--- src/rtl/fp_sum5_sequencer.sv ---
// Collects five single-precision words and reduces them to one sum through a shared,
// fixed-latency pipelined FP adder, tracking in-flight adds with a tag pipeline.
module fp_sum5_sequencer #(
  parameter int unsigned ADD_LAT = 8
) (
  input  logic        clk,
  input  logic        rst,
  input  logic        in_valid,
  output logic        in_ready,
  input  logic [31:0] in_data,
  output logic [31:0] add_a,
  output logic [31:0] add_b,
  input  logic [31:0] add_c,
  output logic        out_valid,
  input  logic        out_ready,
  output logic [31:0] out_data
);

  typedef enum logic [3:0] {
    S_COLLECT, S_ISSUE1, S_ISSUE2, S_WAIT1, S_ISSUE3,
    S_WAIT2, S_ISSUE4, S_WAIT3, S_DONE
  } state_t;

  typedef enum logic [1:0] {T_S01, T_S23, T_S0123, T_SUM} tag_t;

  state_t      r_state, w_next;
  logic [2:0]  r_cnt;
  logic [31:0] r_slot [5];
  logic [31:0] r_s01, r_s23, r_s0123;
  logic        r_got01, r_got23;
  logic        r_tag_v [ADD_LAT];
  tag_t        r_tag   [ADD_LAT];
  logic [31:0] r_add_a, r_add_b;
  logic        r_out_valid;
  logic [31:0] r_out_data;

  logic        w_push;
  tag_t        w_push_tag;
  logic [31:0] w_add_a_nxt, w_add_b_nxt;
  logic        w_cap01, w_cap23, w_cap0123, w_capsum;

  assign w_cap01   = r_tag_v[ADD_LAT-1] && (r_tag[ADD_LAT-1] == T_S01);
  assign w_cap23   = r_tag_v[ADD_LAT-1] && (r_tag[ADD_LAT-1] == T_S23);
  assign w_cap0123 = r_tag_v[ADD_LAT-1] && (r_tag[ADD_LAT-1] == T_S0123);
  assign w_capsum  = r_tag_v[ADD_LAT-1] && (r_tag[ADD_LAT-1] == T_SUM);

  assign in_ready  = (r_state == S_COLLECT);
  assign add_a     = r_add_a;
  assign add_b     = r_add_b;
  assign out_valid = r_out_valid;
  assign out_data  = r_out_data;

  always_comb begin
    w_next      = r_state;
    w_push      = 1'b0;
    w_push_tag  = T_S01;
    w_add_a_nxt = '0;
    w_add_b_nxt = '0;
    case (r_state)
      S_COLLECT: if (in_valid && (r_cnt == 3'd4)) w_next = S_ISSUE1;
      S_ISSUE1:  begin w_push = 1'b1; w_push_tag = T_S01;   w_next = S_ISSUE2; end
      S_ISSUE2:  begin w_push = 1'b1; w_push_tag = T_S23;   w_next = S_WAIT1;  end
      S_WAIT1:   if ((r_got01 || w_cap01) && (r_got23 || w_cap23)) w_next = S_ISSUE3;
      S_ISSUE3:  begin w_push = 1'b1; w_push_tag = T_S0123; w_next = S_WAIT2;  end
      S_WAIT2:   if (w_cap0123) w_next = S_ISSUE4;
      S_ISSUE4:  begin w_push = 1'b1; w_push_tag = T_SUM;   w_next = S_WAIT3;  end
      S_WAIT3:   if (w_capsum) w_next = S_DONE;
      S_DONE:    if (out_ready) w_next = S_COLLECT;
      default:   w_next = S_COLLECT;
    endcase
    // Operands are registered ahead of the issue state; a partial sum captured on the
    // same edge is forwarded straight from add_c.
    case (w_next)
      S_ISSUE1: begin w_add_a_nxt = r_slot[0]; w_add_b_nxt = r_slot[1]; end
      S_ISSUE2: begin w_add_a_nxt = r_slot[2]; w_add_b_nxt = r_slot[3]; end
      S_ISSUE3: begin
        w_add_a_nxt = w_cap01 ? add_c : r_s01;
        w_add_b_nxt = w_cap23 ? add_c : r_s23;
      end
      S_ISSUE4: begin
        w_add_a_nxt = w_cap0123 ? add_c : r_s0123;
        w_add_b_nxt = r_slot[4];
      end
      default: ;
    endcase
  end

  always_ff @(posedge clk) begin
    if (rst) begin
      r_state     <= S_COLLECT;
      r_cnt       <= '0;
      for (int unsigned i = 0; i < 5; i++) r_slot[i] <= '0;
      r_s01       <= '0;
      r_s23       <= '0;
      r_s0123     <= '0;
      r_got01     <= 1'b0;
      r_got23     <= 1'b0;
      for (int unsigned i = 0; i < ADD_LAT; i++) begin
        r_tag_v[i] <= 1'b0;
        r_tag[i]   <= T_S01;
      end
      r_add_a     <= '0;
      r_add_b     <= '0;
      r_out_valid <= 1'b0;
      r_out_data  <= '0;
    end else begin
      r_state    <= w_next;
      r_add_a    <= w_add_a_nxt;
      r_add_b    <= w_add_b_nxt;
      r_tag_v[0] <= w_push;
      r_tag[0]   <= w_push_tag;
      for (int unsigned i = 1; i < ADD_LAT; i++) begin
        r_tag_v[i] <= r_tag_v[i-1];
        r_tag[i]   <= r_tag[i-1];
      end
      if (r_state == S_COLLECT) begin
        r_got01 <= 1'b0;
        r_got23 <= 1'b0;
        if (in_valid) begin
          r_slot[r_cnt] <= in_data;
          r_cnt         <= r_cnt + 3'd1;
        end
      end
      if (w_cap01)   begin r_s01 <= add_c; r_got01 <= 1'b1; end
      if (w_cap23)   begin r_s23 <= add_c; r_got23 <= 1'b1; end
      if (w_cap0123) r_s0123 <= add_c;
      if (w_capsum)  begin r_out_data <= add_c; r_out_valid <= 1'b1; end
      if ((r_state == S_DONE) && out_ready) begin
        r_out_valid <= 1'b0;
        r_cnt       <= '0;
      end
    end
  end

endmodule
--- config.mk ---
export PLATFORM = sky130hd
export DESIGN_NAME = fp_sum5_sequencer
export DESIGN_NICKNAME = d
export VERILOG_FILES = /design/src/rtl/fp_sum5_sequencer.sv
export SDC_FILE = /design/constraint.sdc
export NUM_CORES = 1
export LEC_CHECK = 0
export CAP_MARGIN = 10
export CORE_UTILIZATION = 45
export DETAILED_ROUTE_END_ITERATION = 10
export HOLD_SLACK_MARGIN = 0.02
export PLACE_DENSITY = 0.67
export SLEW_MARGIN = 20
export SYNTH_ARGS = -nofsm -noshare
export SYNTH_HDL_FRONTEND = slang
export SYNTH_SLANG_ARGS = --single-unit
--- constraint.sdc ---
create_clock -name clk -period 4.9 [get_ports clk]
set_clock_uncertainty 0.05 [all_clocks]
set_input_delay 0.98 -clock clk [delete_from_list [all_inputs] [get_ports clk]]
set_output_delay 0.98 -clock clk [all_outputs]
set_load 0.02 [all_outputs]
=== Yosys cells after proc, flatten, opt, wreduce, memory -nomap -nowiden ===
Memories as Yosys holds them, arrays and structs flattened.
Cells that the tools add are included.

* Memories kept: 3
* Memory bits (writable): 184
* Output and inout port bits: 98
* Register bits after elaboration: 202

* Reductions and logical operators: 17
* Equality and inequality tests: 16
* Bitwise gates (word level): 16
* Muxes and demuxes: 42
* Add/sub/neg operators: 1

{| class="wikitable"
|+ Memory list
! memory !! words !! bits a word !! read ports !! clocked after memory_dff !! write ports !! line !! source
|-
| r_slot || 5 || 32 || 5 || 0 || 5 || 28 || <nowiki>logic [31:0] r_slot [5];</nowiki>
|-
| r_tag || 8 || 2 || 8 || 0 || 8 || 32 || <nowiki>tag_t r_tag [ADD_LAT];</nowiki>
|-
| r_tag_v || 8 || 1 || 8 || 0 || 8 || 31 || <nowiki>logic r_tag_v [ADD_LAT];</nowiki>
|}

{| class="wikitable"
|+ Operators with widths
! operator !! number
|-
| $pmux W32 S4 || 2
|-
| $mux W32 || 4
|-
| $pmux W4 S9 || 1
|-
| $reduce_or A32 Y1 || 1
|-
| $eq A4 B3 Y1 const B || 6
|-
| $mux W1 || 20
|-
| $mux W4 || 5
|-
| $mux W2 || 8
|-
| $or A1 B1 Y1 || 16
|-
| $eq A4 B2 Y1 const B || 3
|-
| $eq A4 B1 Y1 const B || 2
|-
| $logic_and A1 B1 Y1 || 7
|-
| $pmux W2 S3 || 1
|-
| $eq A2 B2 Y1 const B || 2
|-
| $eq A4 B4 Y1 const B || 1
|-
| $logic_not A4 Y1 || 1
|-
| $reduce_bool A2 Y1 || 2
|-
| $reduce_or A4 Y1 || 1
|-
| $add A3 B1 Y3 const B || 1
|-
| $eq A3 B3 Y1 const B || 1
|-
| $mux W3 || 1
|-
| $eq A2 B1 Y1 const B || 1
|-
| $logic_not A2 Y1 || 1
|-
| $logic_or A1 B1 Y1 || 2
|-
| 2 further kinds || 2
|}

=== Depth between registers and ports, before layout ===
Gate-level depths: netlist of the first run.

* Depth in word-level cells: 8
* Gate-level depth with buffers: 8
* Depth with buffers taken out: 6

=== Least setup slack after synthesis of the first run ===
No wires, ideal clock.

* Path kind: register to register
* Start point: register r_state[1]
* End point: memory r_slot[4][0], enable pin
* Cell stages (with the launch flop): 6
* Buffers on the path: 1
* Library setup time: 0.470 ns
* Setup slack: 0.678 ns
* Arrival time: 3.702 ns
* Cells stage by stage: dfxtp_1 -> buf_6 -> or4_4 -> clkinv_2 -> nand3_1 -> o31ai_1

{| class="wikitable"
|+ RTL lines
! what !! line !! source
|-
| from (decl) || 26 || <nowiki>state_t r_state, w_next;</nowiki>
|-
| from (signal assigned) || 107 || <nowiki>r_state <= w_next;</nowiki>
|-
| to (decl) || 28 ||
|}

=== Worst setup path after layout of the first run ===
* Start point: register r_state[0]
* End point: output port in_ready

* Word-level cells in the longest chain between the ends: 1

{| class="wikitable"
|+ RTL lines
! what !! line !! source
|-
| $logic_not A4 Y1 || 47 || <nowiki>assign in_ready = (r_state == S_COLLECT);</nowiki>
|-
| to (decl) || 9 || <nowiki>output logic in_ready,</nowiki>
|}

No other way between the ends.

==> metrics.md, run 1 <==
| Metric | Value |
|---|---|
| Post-synth cell types | between 40 and 50 |
| CP max FO | 11 |
| GR Util All Layers | between 20 and 25% |
| Clk slew on worst S/H paths | roughly 0.060 ns |
| Clock Latency Late Sink | around 0.51 ns |
| Routed WL | 34300 um |
| Die height | around 170 um |
| CP Launch Type | register |
| Synthesized area | around 13000 um^2 |
| Min-delay worst type | reg -> reg |
| Number of max-cap violations | 0 |
| Hold_sp | r_tag[0][2] |
| Avg Cell Area, Syn | about 12 um^2 |
| Placer Congestion | 0.781 |
| EDFF count, synth | 160 |
| Critical Path, Cell by Cell | or4_4, clkinv_2, clkdlybuf4s50_1 |
| Layout Nets | around 1300 |
| Post-CTS Setup Inserts | 0 |
| Post-layout minimum cycle time | ~3.4 ns |
| Initial antenna violation count | 1 |
| Core Box Area | between 20000 and 30000 um^2 |
| First-pass GRT wire length | about 52000 um |
| Tcrit/Tclk final | around 70% |
| Die area | 30300 um^2 |
| Asr flop ratio synth | 0% |
| Fmax | between 200 and 300 MHz |
| Initial Utilization | 46.1% |
| Status | complete, no violations |
| Max Root-Sink Buffers | 3 |
| Initial DRC count | between 800 and 900 |
| Post-synthesis instance total | about 1200 |
| YS warnings | 0 |
| RSZ-0062 raised after global routing | false |
| Area Overhead vs Synth | 22.9% |
| Hpwl dp | 19800 um |
| Via density | about 5.5 |
| Post-CTS sizing | 0 |
| Detail Route Antenna Nets | 0 |
| Synth Register Bits | ~350 |
| CP startpoint | r_state[0] |
| Slew Limit Headroom | around 30% |
| CTS buffer count | 37 |
| Delay of the slowest critical-path stage | roughly 0.68 ns |
| Share of cells above drive strength 1 | between 6 and 7% |
| Worst path bufs/invs | 2 |
| Num ports | about 170 |
| Dpl cells | around 1600 |
| Final setup viols | 0 |
| Die W | approximately 170 um |
| PortBufs | between 150 and 200 |
| CP endpoint kind | output port |
| Vias in the first global route | 8877 |
| WL/cell | ~20 um |
| Delay-heaviest family, CP | buffers and inverters |
| Critical path required time | a little under 4 ns |
| CTS Sinks | approximately 350 |
| WS Path Type | reg -> out |
| Min Hold Slack | 0.385 ns |
| P per Cell Area | approximately 370 nW/um^2 |
| Max Slew Vio Count | 0 |
| Root buf cell | clkbuf_16 |
| Num rows | 62 |
| Post-Syn Nets | between 1000 and 1500 |
| Slew @ Worst Pin | between 1 and 1.5 ns |
| Total grt overflow | 0 |
| Final Non-Filler Cells | roughly 1700 |
| Via Count | between 9000 and 10000 |
| Largest net degree at the start of global routing | between 150 and 200 |
| Drt drc | 0 |
| Post-CTS Hold Fix Bufs | 0 |
| TritonRoute pass-1 iters | 8 |
| Worst ir drop on vdd | ~0.23 mV |
| RR Startpoint | r_tag[1][6] |
| CTS tree | done |
| Commonest register cell after synthesis | dfxtp_1 |
| Setup TNS | 0 ns |
| Slowest CP cell | clkdlybuf4s50_1 |
| Post-synthesis sequential area ratio | around two thirds |
| Endpoints failing hold | 0 |
| CP Data Arrival Time | roughly 2.4 ns |
| H-tree depth reported by CTS | 2 |
| Lkg Pwr | roughly 5.6 nW |
cell usage after synthesis (7+ instances only):
master,count,area [um^2]
o2bb2ai_1,64,561
buf_1,13,48.8
nand3_1,7,35.0
edfxtp_1,160,4800
dfxtp_1,194,3880
nor2b_1,22,138
a222oi_1,32,320
a221oi_1,32,280
and2_1,193,1210
nor2_1,12,45.0
nand2_1,197,739
a21oi_1,103,515
buf_2,13,65.1
clkbuf_1,50,188
clkbuf_2,15,75.1
state kept, by name, summed over array words and instances (netlist names):
name / flops
r_slot: 160
add_a: 32
add_b: 32
out_data: 32
r_s01: 32
r_s23: 32
r_tag: 16
r_tag_v: 8
r_state: 4
r_cnt: 3
out_valid: 1
r_got01: 1
r_got23: 1
worst register-to-register path, delay by kind of cell (launching register included):
family / cells / cell delay (ns)
flip-flops: 1 / 0.50
buffers and inverters: 1 / 0.35
AND/OR/NAND/NOR: 2 / 1.11
AO/OA/AOI/OAI: 2 / 0.97
per-stage QoR:
| step | total power [mW] | utilization [%] | area (um^2) | setup slack [ns] |
|---|---|---|---|---|
| global route | 6.19 | 56.7 | 16400 | 1.44 |
| floorplan | 3.36 | - | 13300 | 0.678 |
| detailed placement | 3.51 | 52.9 | 15300 | 1.53 |
| CTS | 6.06 | 56.7 | 16400 | 1.48 |
| global placement | 3.50 | 52.9 | 15300 | 1.53 |
| finish | 6.03 | 56.7 | 16400 | 1.51 |
area by class of cell:
cell class	instances	area, um^2
Antenna cell	2	5.00
Sequential cell	354	8690
Inverter	4	16.3
Clock inverter	12	86.3
Multi-Input combinational cell	703	4310
Tap cell	384	480
Fill cell	2384	12500
Timing Repair Buffer	179	1800
Clock buffer	52	1010
power breakdown:
| group | internal (mW) | total (mW) | switching (mW) | leakage [nW] |
|---|---|---|---|---|
| Clock | 1.49 | 2.58 | 1.09 | 0.534 |
| Combinational | 0.0855 | 0.242 | 0.157 | 1.79 |
| Sequential | 3.18 | 3.21 | 0.0300 | 3.22 |
layout by cell type (no fill, tap or decap), types with 4 or more instances in the layout:
master | synthesis | final
clkbuf_1 | 50 | 12
clkbuf_16 | 0 | 37
edfxtp_1 | 160 | 160
nor4_4 | 5 | 5
nand3_1 | 7 | 6
nor2b_1 | 22 | 22
o2bb2ai_1 | 64 | 64
a21oi_1 | 103 | 103
buf_4 | 0 | 11
and2_1 | 193 | 193
or2_2 | 4 | 4
clkdlybuf4s50_1 | 0 | 164
a222oi_1 | 32 | 32
nand2_1 | 197 | 197
clkinv_2 | 1 | 7
a221oi_1 | 32 | 32
dfxtp_1 | 194 | 194
nor2_1 | 12 | 10
path summary, 6_finish.rpt:
| check | cells past startpoint | slack [ns] | to |
|---|---|---|---|
| min | 1 | 0.38 | r_tag[0][4] |
| min reg2reg | 1 | 0.38 | r_tag[0][4] |
| max reg2reg | 5 | 1.84 | add_a[15] |
| max | 3 | 1.51 | in_ready |
logic make-up after synthesis:
group	synth area share (%)
AOI/OAI and AO/OA	12.9
xor gates and xnor gates	0.263
adders and majority gates	0.188
buffers and inverters	3.03
DFF	65.1
and+or+nand+nor	18.5
routing by layer:
layer | global-route usage (%) | part of all wire, %
met5 | 0 | 0
met4 | 6.18 | 1.8
met3 | 3.26 | 6.4
met2 | 36.0 | 47
met1 | 31.4 | 45
Power figures use the tool's default switching activity.
==> run 2: changes to the inputs <==
clock period = 3.4 ns   (was 4.9 ns; I/O delays follow)
==> run 2 against run 1 <==
  * Cell area up 1.0%
  * Die area stayed put
  * Via count shrank 0.35%
  * Sequential cell count stayed put
  * First-iteration DRC count is 3.1% lower
  * Utilization up 0.57 points
  * Hold slack got worse by 0.0022 ns
  * Global-route usage is 0.26 points higher
  * Setup slack worse by 1.2 ns
  * Sequential power rose by 44%
==> metrics.md, run 2 (synthesis gave the netlist of run 1 again) <==
| Metric | Value |
|---|---|
| Total grt overflow | 0 (unchanged) |
| Lkg Pwr | 5.64 nW (was 5.55 nW) |
| CP max FO | 11 (unchanged) |
| Biggest register | r_slot (unchanged) |
| Delay-heaviest family, CP | buffers and inverters (unchanged) |
| CP endpoint kind | output port (unchanged) |
| CTS tree | done (unchanged) |
| Post-CTS sizing | 0 (unchanged) |
| WL/cell | 20.1 um (was 20.3 um) |
| Max reg flops | 160 (unchanged) |
| Placer Congestion | 0.772 (was 0.781) |
| Hold Path Depth | 1 (unchanged) |
| Vias in the first global route | 8979 (was 8877) |
| RR Startpoint | r_state[0] (was r_tag[1][6]) |
| Routed WL | 34200 um (was 34300 um) |
| Status | complete, no violations (unchanged) |
| Die W | 174 um (unchanged) |
| Post-layout minimum cycle time | roughly 3.1 ns |
| Tcrit/Tclk final | between 90% and 100% |
| CP startpoint | r_state[0] (unchanged) |
| Initial antenna violation count | 2 (was 1) |
| Crit. path cell count | 3 (unchanged) |
| Min-delay worst type | reg -> reg (unchanged) |
| Initial DRC count | 822 (was 848) |
| Post-CTS Setup Inserts | 0 (unchanged) |
| Min Hold Slack | 0.382 ns (was 0.385 ns) |
| Via Count | 9216 (was 9248) |
| Max Root-Sink Buffers | 3 (unchanged) |
| Critical Path, Cell by Cell | or4_4, clkinv_2, clkdlybuf4s50_1 (unchanged) |
| Num ports | 166 (unchanged) |
| P per Cell Area | 536 nW/um^2 (was 368 nW/um^2) |
| H-tree depth reported by CTS | 2 (unchanged) |
| Number of max-cap violations | 0 (unchanged) |
| Setup TNS | 0 ns (unchanged) |
| Clk slew on worst S/H paths | 0.06 ns (about the same) |
| Die area | 30300 um^2 (unchanged) |
| Largest net degree at the start of global routing | 73 (was 163) |
| FF-to-FF path depth | 6 (was 5) |
| RSZ-0062 raised after global routing | false (unchanged) |
| Num rows | 62 (unchanged) |
| Hpwl dp | 20200 um (was 19800 um) |
| Via density | 5.42 (was 5.47) |
| WS Path Type | reg -> out (unchanged) |
| Initial Utilization | 46.1% (unchanged) |
| First-pass GRT wire length | 52500 um (was 51800 um) |
| CP Launch Type | register (unchanged) |
| Clock Latency Late Sink | 0.52 ns (was 0.51 ns) |
| Area of the multi-input gates | 4310 um^2 (unchanged) |
| Fmax | about 320 MHz |
| CTS Sinks | 354 (unchanged) |
| Detail Route Antenna Nets | 0 (unchanged) |
| Core Box Area | 28900 um^2 (unchanged) |
| Root buf cell | clkbuf_16 (unchanged) |
| Area Overhead vs Synth | 24.1% (was 22.9%) |
| CTS buffer count | 37 (unchanged) |
| Slowest CP cell | clkdlybuf4s50_1 (unchanged) |
| Total power | 8.88 mW (was 6.03 mW) |
| Most frequent cells in the layout | nand2_1, dfxtp_1, and2_1 (unchanged) |
| Final setup viols | 0 (unchanged) |
| TritonRoute pass-1 iters | 5 (was 8) |
| Post-CTS Hold Fix Bufs | 0 (unchanged) |
| Hold_sp | r_tag[0][5] (was r_tag[0][2]) |
| Critical path required time | 2.67 ns (was 3.87 ns) |
| GR Util All Layers | 22.6% (was 22.4%) |
| Endpoints failing hold | 0 (unchanged) |
| CP Data Arrival Time | 2.39 ns (was 2.36 ns) |
| Delay of the slowest critical-path stage | 0.68 ns (about the same) |
| Filler instances | 2417 (was 2384) |
| Worst path bufs/invs | 2 (unchanged) |
| Worst ir drop on vdd | 0.363 mV (was 0.232 mV) |
| Layout Nets | 1356 (was 1349) |
| Slew Limit Headroom | 32.7% (was 29.6%) |
| Share of cells above drive strength 1 | 7.38% (was 6.67%) |
| Register area | 8690 um^2 (unchanged) |
| Most common cell after layout, fill and taps aside | nand2_1 (unchanged) |
| Die height | 174 um (unchanged) |
| PortBufs | 165 (unchanged) |
| Drt drc | 0 (unchanged) |
| Slew @ Worst Pin | 1.01 ns (was 1.05 ns) |
| Max Slew Vio Count | 0 (unchanged) |
==> run 2: changes by cell type in the layout (fill, tap and decap cells not counted), sizes merged <==
cell,delta
inv,+1
buf,+7
clkinv,+2
bufinv,+1
clkbuf,+2
clkinvlp,-2
==> run 2: through the flow <==
step / setup slack, ns / util [%] / cells / cell area [um^2]
4_1_cts: 0.272 / 57.2 / 1699 / 16600
2_1_floorplan: 0.170 / - / 1153 / 13300
5_1_grt: 0.205 / 57.2 / 1701 / 16600
3_3_place_gp: 0.759 / 53.2 / 1631 / 15400
6_report: 0.280 / 57.2 / 1701 / 16600
3_5_place_dp: 0.739 / 53.2 / 1631 / 15400
==> run 2: routing by layer <==
metal	part of all wire [%]	global-route usage, %	up-vias
met5	0	0	-
met4	1.7	6.94	0
met3	7.1	4.11	44
met2	46	35.9	320
met1	45	31.5	4499
li1	-	-	4353
==> run 2: layout make-up <==
| cell class | instances | share of cell area (%) |
|---|---|---|
| sequential | 354 | 52.5 |
| inverter | 4 | 0.0982 |
| clock inverter | 14 | 0.725 |
| tap | 384 | 2.90 |
| timing repair buffer | 186 | 11.4 |
| multi-input combinational | 703 | 26.0 |
| antenna | 2 | 0.0302 |
| clock buffer | 54 | 6.35 |
==> run 2: worst paths after layout <==
check                                endpoint  slack, ns
worst min-delay path              r_tag[0][7]       0.38
worst max-delay path                 in_ready       0.28
worst max register to register  r_slot[2][13]       0.89
worst min register to register    r_tag[0][7]       0.38
==> run 2: power by group <==
part           switching, mW  internal [mW]
Clock                   1.60           2.31
Combinational          0.224          0.135
Sequential            0.0437           4.57
